===== src/rtl/io_port_pkg.sv =====
`default_nettype none
// ============================================================================
// Module : io_port_pkg
// Brief  : Shared constants for the CPU I/O port blocks: default data width
//          and the status-bit layout used when the port status is read back.
// Rev    : 1.0  initial release
// ============================================================================
package io_port_pkg;

  // Default datapath / input-unit width
  localparam int DATA_W = 32;

  // Bit positions inside a port status word
  localparam int STAT_VALID = 0;
  localparam int STAT_FULL  = 1;
  localparam int STAT_OVF   = 2;
  localparam int STAT_W     = 3;

  // Status word view of the port flags
  typedef struct packed {
    logic ovf;
    logic full;
    logic valid;
  } port_status_t;

endpackage : io_port_pkg
`default_nettype wire


===== src/rtl/sync_fifo.sv =====
`default_nettype none
// ============================================================================
// Module : sync_fifo
// Brief  : Single-clock FIFO with first-word-fall-through head output.
//          Pops of an empty FIFO are ignored; a push into a full FIFO is only
//          accepted when a pop makes room in the same cycle.
// Rev    : 1.0  initial release
// ============================================================================
module sync_fifo #(
  parameter int WIDTH = 32,
  parameter int DEPTH = 4
) (
  input  logic                           clk,
  input  logic                           clr,
  input  logic                           push,
  input  logic                           pop,
  input  logic [WIDTH-1:0]               wdata,
  output logic [WIDTH-1:0]               head,
  output logic [$clog2(DEPTH+1)-1:0]     count,
  output logic                           full,
  output logic                           empty
);

  localparam int ADDR_W = $clog2(DEPTH);
  localparam int CNT_W  = $clog2(DEPTH + 1);

  logic [WIDTH-1:0]  r_mem [DEPTH];
  logic [ADDR_W-1:0] r_wr_ptr;
  logic [ADDR_W-1:0] r_rd_ptr;
  logic [CNT_W-1:0]  r_count;
  logic              w_do_push;
  logic              w_do_pop;

  // Qualify requests against occupancy; a full FIFO accepts a push only
  // alongside a pop, which is always legal because full implies non-empty.
  always_comb begin
    w_do_pop  = pop & ~empty;
    w_do_push = push & (~full | w_do_pop);
  end

  // Storage array; contents need no reset because count gates visibility
  always_ff @(posedge clk) begin
    if (w_do_push) r_mem[r_wr_ptr] <= wdata;
  end

  // Pointer and occupancy tracking; pointers wrap mod DEPTH, count never wraps
  always_ff @(posedge clk) begin
    if (clr) begin
      r_wr_ptr <= '0;
      r_rd_ptr <= '0;
      r_count  <= '0;
    end else begin
      if (w_do_push) r_wr_ptr <= r_wr_ptr + ADDR_W'(1);
      if (w_do_pop)  r_rd_ptr <= r_rd_ptr + ADDR_W'(1);
      case ({w_do_push, w_do_pop})
        2'b10:   r_count <= r_count + CNT_W'(1);
        2'b01:   r_count <= r_count - CNT_W'(1);
        default: r_count <= r_count;
      endcase
    end
  end

  assign head  = r_mem[r_rd_ptr];
  assign count = r_count;
  assign full  = (r_count == CNT_W'(DEPTH));
  assign empty = (r_count == '0);

endmodule : sync_fifo
`default_nettype wire


===== src/rtl/input_port_fifo.sv =====
`default_nettype none
// ============================================================================
// Module : input_port_fifo
// Brief  : CPU input port. Captures the input-unit word on a strobe (edge or
//          level qualified) into a small FIFO and presents the head word to
//          the datapath bus mux, zero when empty. Tracks a sticky overflow
//          flag for dropped captures.
// Rev    : 1.0  initial release
// ============================================================================
module input_port_fifo
  import io_port_pkg::*;
#(
  parameter int WIDTH     = DATA_W,
  parameter int DEPTH     = 4,
  parameter bit EDGE_MODE = 1'b1
) (
  input  logic                       clk,
  input  logic                       clr,
  input  logic [WIDTH-1:0]           input_unit,
  input  logic                       strobe,
  input  logic                       rd_en,
  input  logic                       ovf_clr,
  output logic [WIDTH-1:0]           bus_mux_in_port_in,
  output logic                       data_valid,
  output logic                       full,
  output logic                       overflow,
  output logic [$clog2(DEPTH+1)-1:0] count
);

  logic             r_strobe_q;
  logic             r_overflow;
  logic             w_push_req;
  logic             w_drop;
  logic             w_empty;
  logic [WIDTH-1:0] w_head;

  // Strobe qualification and drop detection; a pop alongside a full push
  // frees a slot, so only an unaccompanied full push is dropped.
  always_comb begin
    w_push_req = EDGE_MODE ? (strobe & ~r_strobe_q) : strobe;
    w_drop     = w_push_req & full & ~rd_en;
  end

  // Strobe history for edge detection; cleared so a strobe held across
  // reset release counts as one fresh request.
  always_ff @(posedge clk) begin
    if (clr) r_strobe_q <= 1'b0;
    else     r_strobe_q <= strobe;
  end

  // Sticky overflow: a new drop wins over a same-cycle clear request
  always_ff @(posedge clk) begin
    if (clr)          r_overflow <= 1'b0;
    else if (w_drop)  r_overflow <= 1'b1;
    else if (ovf_clr) r_overflow <= 1'b0;
  end

  sync_fifo #(
    .WIDTH (WIDTH),
    .DEPTH (DEPTH)
  ) u_fifo (
    .clk   (clk),
    .clr   (clr),
    .push  (w_push_req),
    .pop   (rd_en),
    .wdata (input_unit),
    .head  (w_head),
    .count (count),
    .full  (full),
    .empty (w_empty)
  );

  assign data_valid         = ~w_empty;
  assign overflow           = r_overflow;
  // Never expose stale storage on the shared bus
  assign bus_mux_in_port_in = w_empty ? '0 : w_head;

endmodule : input_port_fifo
`default_nettype wire


===== config.mk =====
export PLATFORM = sky130hd
export DESIGN_NAME = input_port_fifo
export DESIGN_NICKNAME = d
export VERILOG_FILES = /design/src/rtl/io_port_pkg.sv /design/src/rtl/sync_fifo.sv /design/src/rtl/input_port_fifo.sv
export SDC_FILE = /design/constraint.sdc
export NUM_CORES = 1
export LEC_CHECK = 0
export CORE_AREA = 5 5 142 90
export DETAILED_ROUTE_END_ITERATION = 12
export DIE_AREA = 0 0 147 95
export PLACE_DENSITY = 0.73
export SLEW_MARGIN = 0
export SYNTH_ARGS = -nofsm -noshare
export SYNTH_HDL_FRONTEND = slang
export SYNTH_SLANG_ARGS = --single-unit

===== constraint.sdc =====
create_clock -name clk -period 6.52 [get_ports clk]
set_input_delay 0.652 -clock clk [delete_from_list [all_inputs] [get_ports clk]]
set_output_delay 0.652 -clock clk [all_outputs]
set_load 0.02 [all_outputs]

==> results.json <==
{
  "drv_slew": 0,
  "cts-buffers-inserted": 17,
  "syn_nets": 306,
  "path_max_fanout": 32,
  "diodes": 0,
  "dpl.hpwl_mm": 5.950,
  "post-route-period-util_pct": 49.44,
  "die_width_microns": 147,
  "muxShareOfSynthArea_pct": 13.46,
  "wirelength_mm": 9.722,
  "holdWs_ps": 472.6,
  "fin_setup_tns_ps": 0,
  "routed.top_layer": "met4",
  "power_w": 0.002993,
  "worstSetupStartpointType": "register",
  "synthXorXnorAreaFrac_pct": 0.4765,
  "synth_seq_area_share_pct": 73.70,
  "ir_drop_uv": 238.6,
  "drcViolationCount": 0,
  "area_growth_pct": 25.60,
  "netlist_instances": 263,
  "regArea_sq_um": 4066,
  "cts_buffer_depth": 2,
  "synth_compound_area_share_pct": 0.6807,
  "ant_nets": 0,
  "setup_viol": 0,
  "root_buffer": "clkbuf_16",
  "wl_per_cell_microns": 19.18,
  "ys_types": 30,
  "synth-main-ff-cell": "edfxtp_1",
  "core_sq_um": 11520,
  "io_pins": 75,
  "place_congestion": 0.6822,
  "avgViaCountPerCell": 5.227,
  "drive_above_1_share_pct": 21.45,
  "syn-cell-area_sq_um": 5514,
  "met2RoutedLength_mm": 4.573,
  "rsz0062_at_grt": "no",
  "cts_hold_buf": 0,
  "num_vias": 2650,
  "ff2ff_path_depth": 9,
  "fin_crit_ps": 3223,
  "power.density_nw_per_um2": 432.2,
  "post_cts_buffers": 0,
  "leakage_nw": 2.255,
  "drv_cap": 0,
  "hold_end": "overflow$_SDFFE_PP0P_",
  "hold_class": "reg -> reg",
  "skew_ps": 8.375,
  "drt_iter0_markers": 141,
  "cts_resized": 0,
  "crit_type": "reg -> out",
  "portBuffers": 74,
  "grtUsageTotal_pct": 15.00,
  "antenna_found_initial": 0,
  "die-height_microns": 95,
  "async_flop_share_pct": 0,
  "syn_avg_cell_area_sq_um": 20.97,
  "status": "complete, no violations",
  "grt_pass1_vias": 2844,
  "clk-insertion-delay-late_ps": 410,
  "reg2reg_slack_ps": 4230,
  "grt_overflow": 0,
  "cp-end-kind": "output port",
  "clk_pin_slew_ps": 50,
  "synth_top_family_by_area": "multiplexers",
  "hold_depth": 2,
  "cts_sinks": 139,
  "required_ps": 5870,
  "initial_core_util_pct": 47.87,
  "timing.rr.start": "u_fifo.count[2]$_SDFFE_PP0P_",
  "ys_seq_elements": 139,
  "finalHoldViolCount": 0,
  "grt_pass1_wl_mm": 15.27,
  "yosysWarningCount": 0,
  "synthSimpleGateAreaFrac_pct": 7.738,
  "drt-met1-wl_mm": 4.547,
  "cts_tree": "built",
  "num_rows": 31,
  "worst_ep_arrival_time_ps": 2570,
  "multi_input_area_sq_um": 1326,
  "relSlewSlack_pct": 40.33,
  "grt_max_degree": 36,
  "nFillCells": 832,
  "final_nets": 390,
  "synth_edf_count": 128,
  "cts_htree_levels": 4,
  "max_freq_mhz": 310.2,
  "drtPass1Iterations": 5,
  "dieArea_sq_um": 13970,
  "wl_met3_microns": 482,
  "synth_adder_area_share_pct": 1.498,
  "worstMarginPinSlew_ps": 895.1,
  "hp-start": "overflow$_SDFFE_PP0P_",
  "r2r-end": "u_fifo.count[2]$_SDFFE_PP0P_"
}
==> final cells by class <==
class	count	area share, %
clock buffer	18	6.197
clock inverter	13	1.915
inverter	8	0.4336
multi-input combinational	105	19.15
sequential	139	58.72
tap	148	2.674
timing repair buffer	76	10.91
==> power by group <==
group          switching, W  total, W  internal (W)
logic              0.000509   0.00100      0.000494
clock network      0.000322  0.000908      0.000587
registers         0.0000443   0.00108       0.00104
total              0.000875   0.00299       0.00212
==> metrics by stage <==
stage	instance area, sq um	setup WS, ps	utilization [%]	cells
final	6925	3297	60.12	507
after global routing	6925	3130	60.12	507
after CTS	6925	3231	60.12	507
after detailed placement	6364	3578	55.24	476
after global placement	6364	3663	55.24	476
after floorplan	5514	4235	-	263
==> logic make-up after synthesis <==
kind of cell               count (synthesis)
xor gates and xnor gates                   3
DFF                                      139
AOI/OAI and AO/OA                          7
and+or+nand+nor                           55
buffers and inverters                     19
muxes                                     34
adders and majority gates                  6
==> layer usage <==
layer / vias up / global-route usage [%]
met1: 1352 / 20.67
met3: 12 / 4.892
met2: 83 / 22.79
met5: - / 0
met4: 0 / 5.271
li1: 1203 / -
==> critical path, cell delays in order (launching register included) <==
cell             delay, ps
dfxtp_2                310
buf_4                  520
mux4_2                 570
nor2b_1                170
clkdlybuf4s50_1        580
==> placed cells by master, fill, tap and decap left out, types with 2 or more instances in the layout <==
cell             count
edfxtp_1           128
clkdlybuf4s50_1     74
mux4_2              32
nor2b_1             24
clkbuf_16           17
nor2b_4              9
dfxtp_1              9
inv_1                7
nor2_1               7
clkinv_1             6
ha_1                 5
and2_2               4
a21oi_1              4
clkinv_2             4
xor2_1               3
nand2b_1             3
bufinv_16            3
o21ai_0              2
or3_1                2
dfxtp_2              2
buf_4                2
==> flip-flops by register name, summed over array words and instances, names as in the netlist, named ones only <==
signal           count
u_fifo.r_mem       128
u_fifo.r_wr_ptr      2
r_strobe_q           1
u_fifo.r_rd_ptr      2
overflow             1
u_fifo.count         3
==> synthesized netlist by cell type, drive strengths merged, types with 2 or more instances <==
master  instances  area [sq um]
nor2b          33         274.0
xor2            3         26.28
or3             2         12.51
buf             8         93.84
nor2            7         26.28
inv             8         30.03
o21ai           2         10.01
ha              5         62.56
and2            4         25.02
mux4           32         720.7
dfxtp          11         220.2
nand2b          3         18.77
clkbuf          3         11.26
a21oi           4         20.02
edfxtp        128          3844
==> worst max path at each step <==
stage             start                      endpoint  slack (ps)  depth (start not counted)
2_1_floorplan     rd_en  u_fifo.count[2]$_SDFFE_PP0P_        4230                          9
3_3_place_gp      rd_en  u_fifo.count[2]$_SDFFE_PP0P_        3660                         10
3_5_place_dp      rd_en  u_fifo.count[2]$_SDFFE_PP0P_        3580                         10
4_1_cts        register         bus_mux_in_port_in[0]        3230                          4
5_1_grt        register        bus_mux_in_port_in[15]        3130                          4
6_report       register        bus_mux_in_port_in[15]        3300                          4
Power figures use the tool's default switching activity.
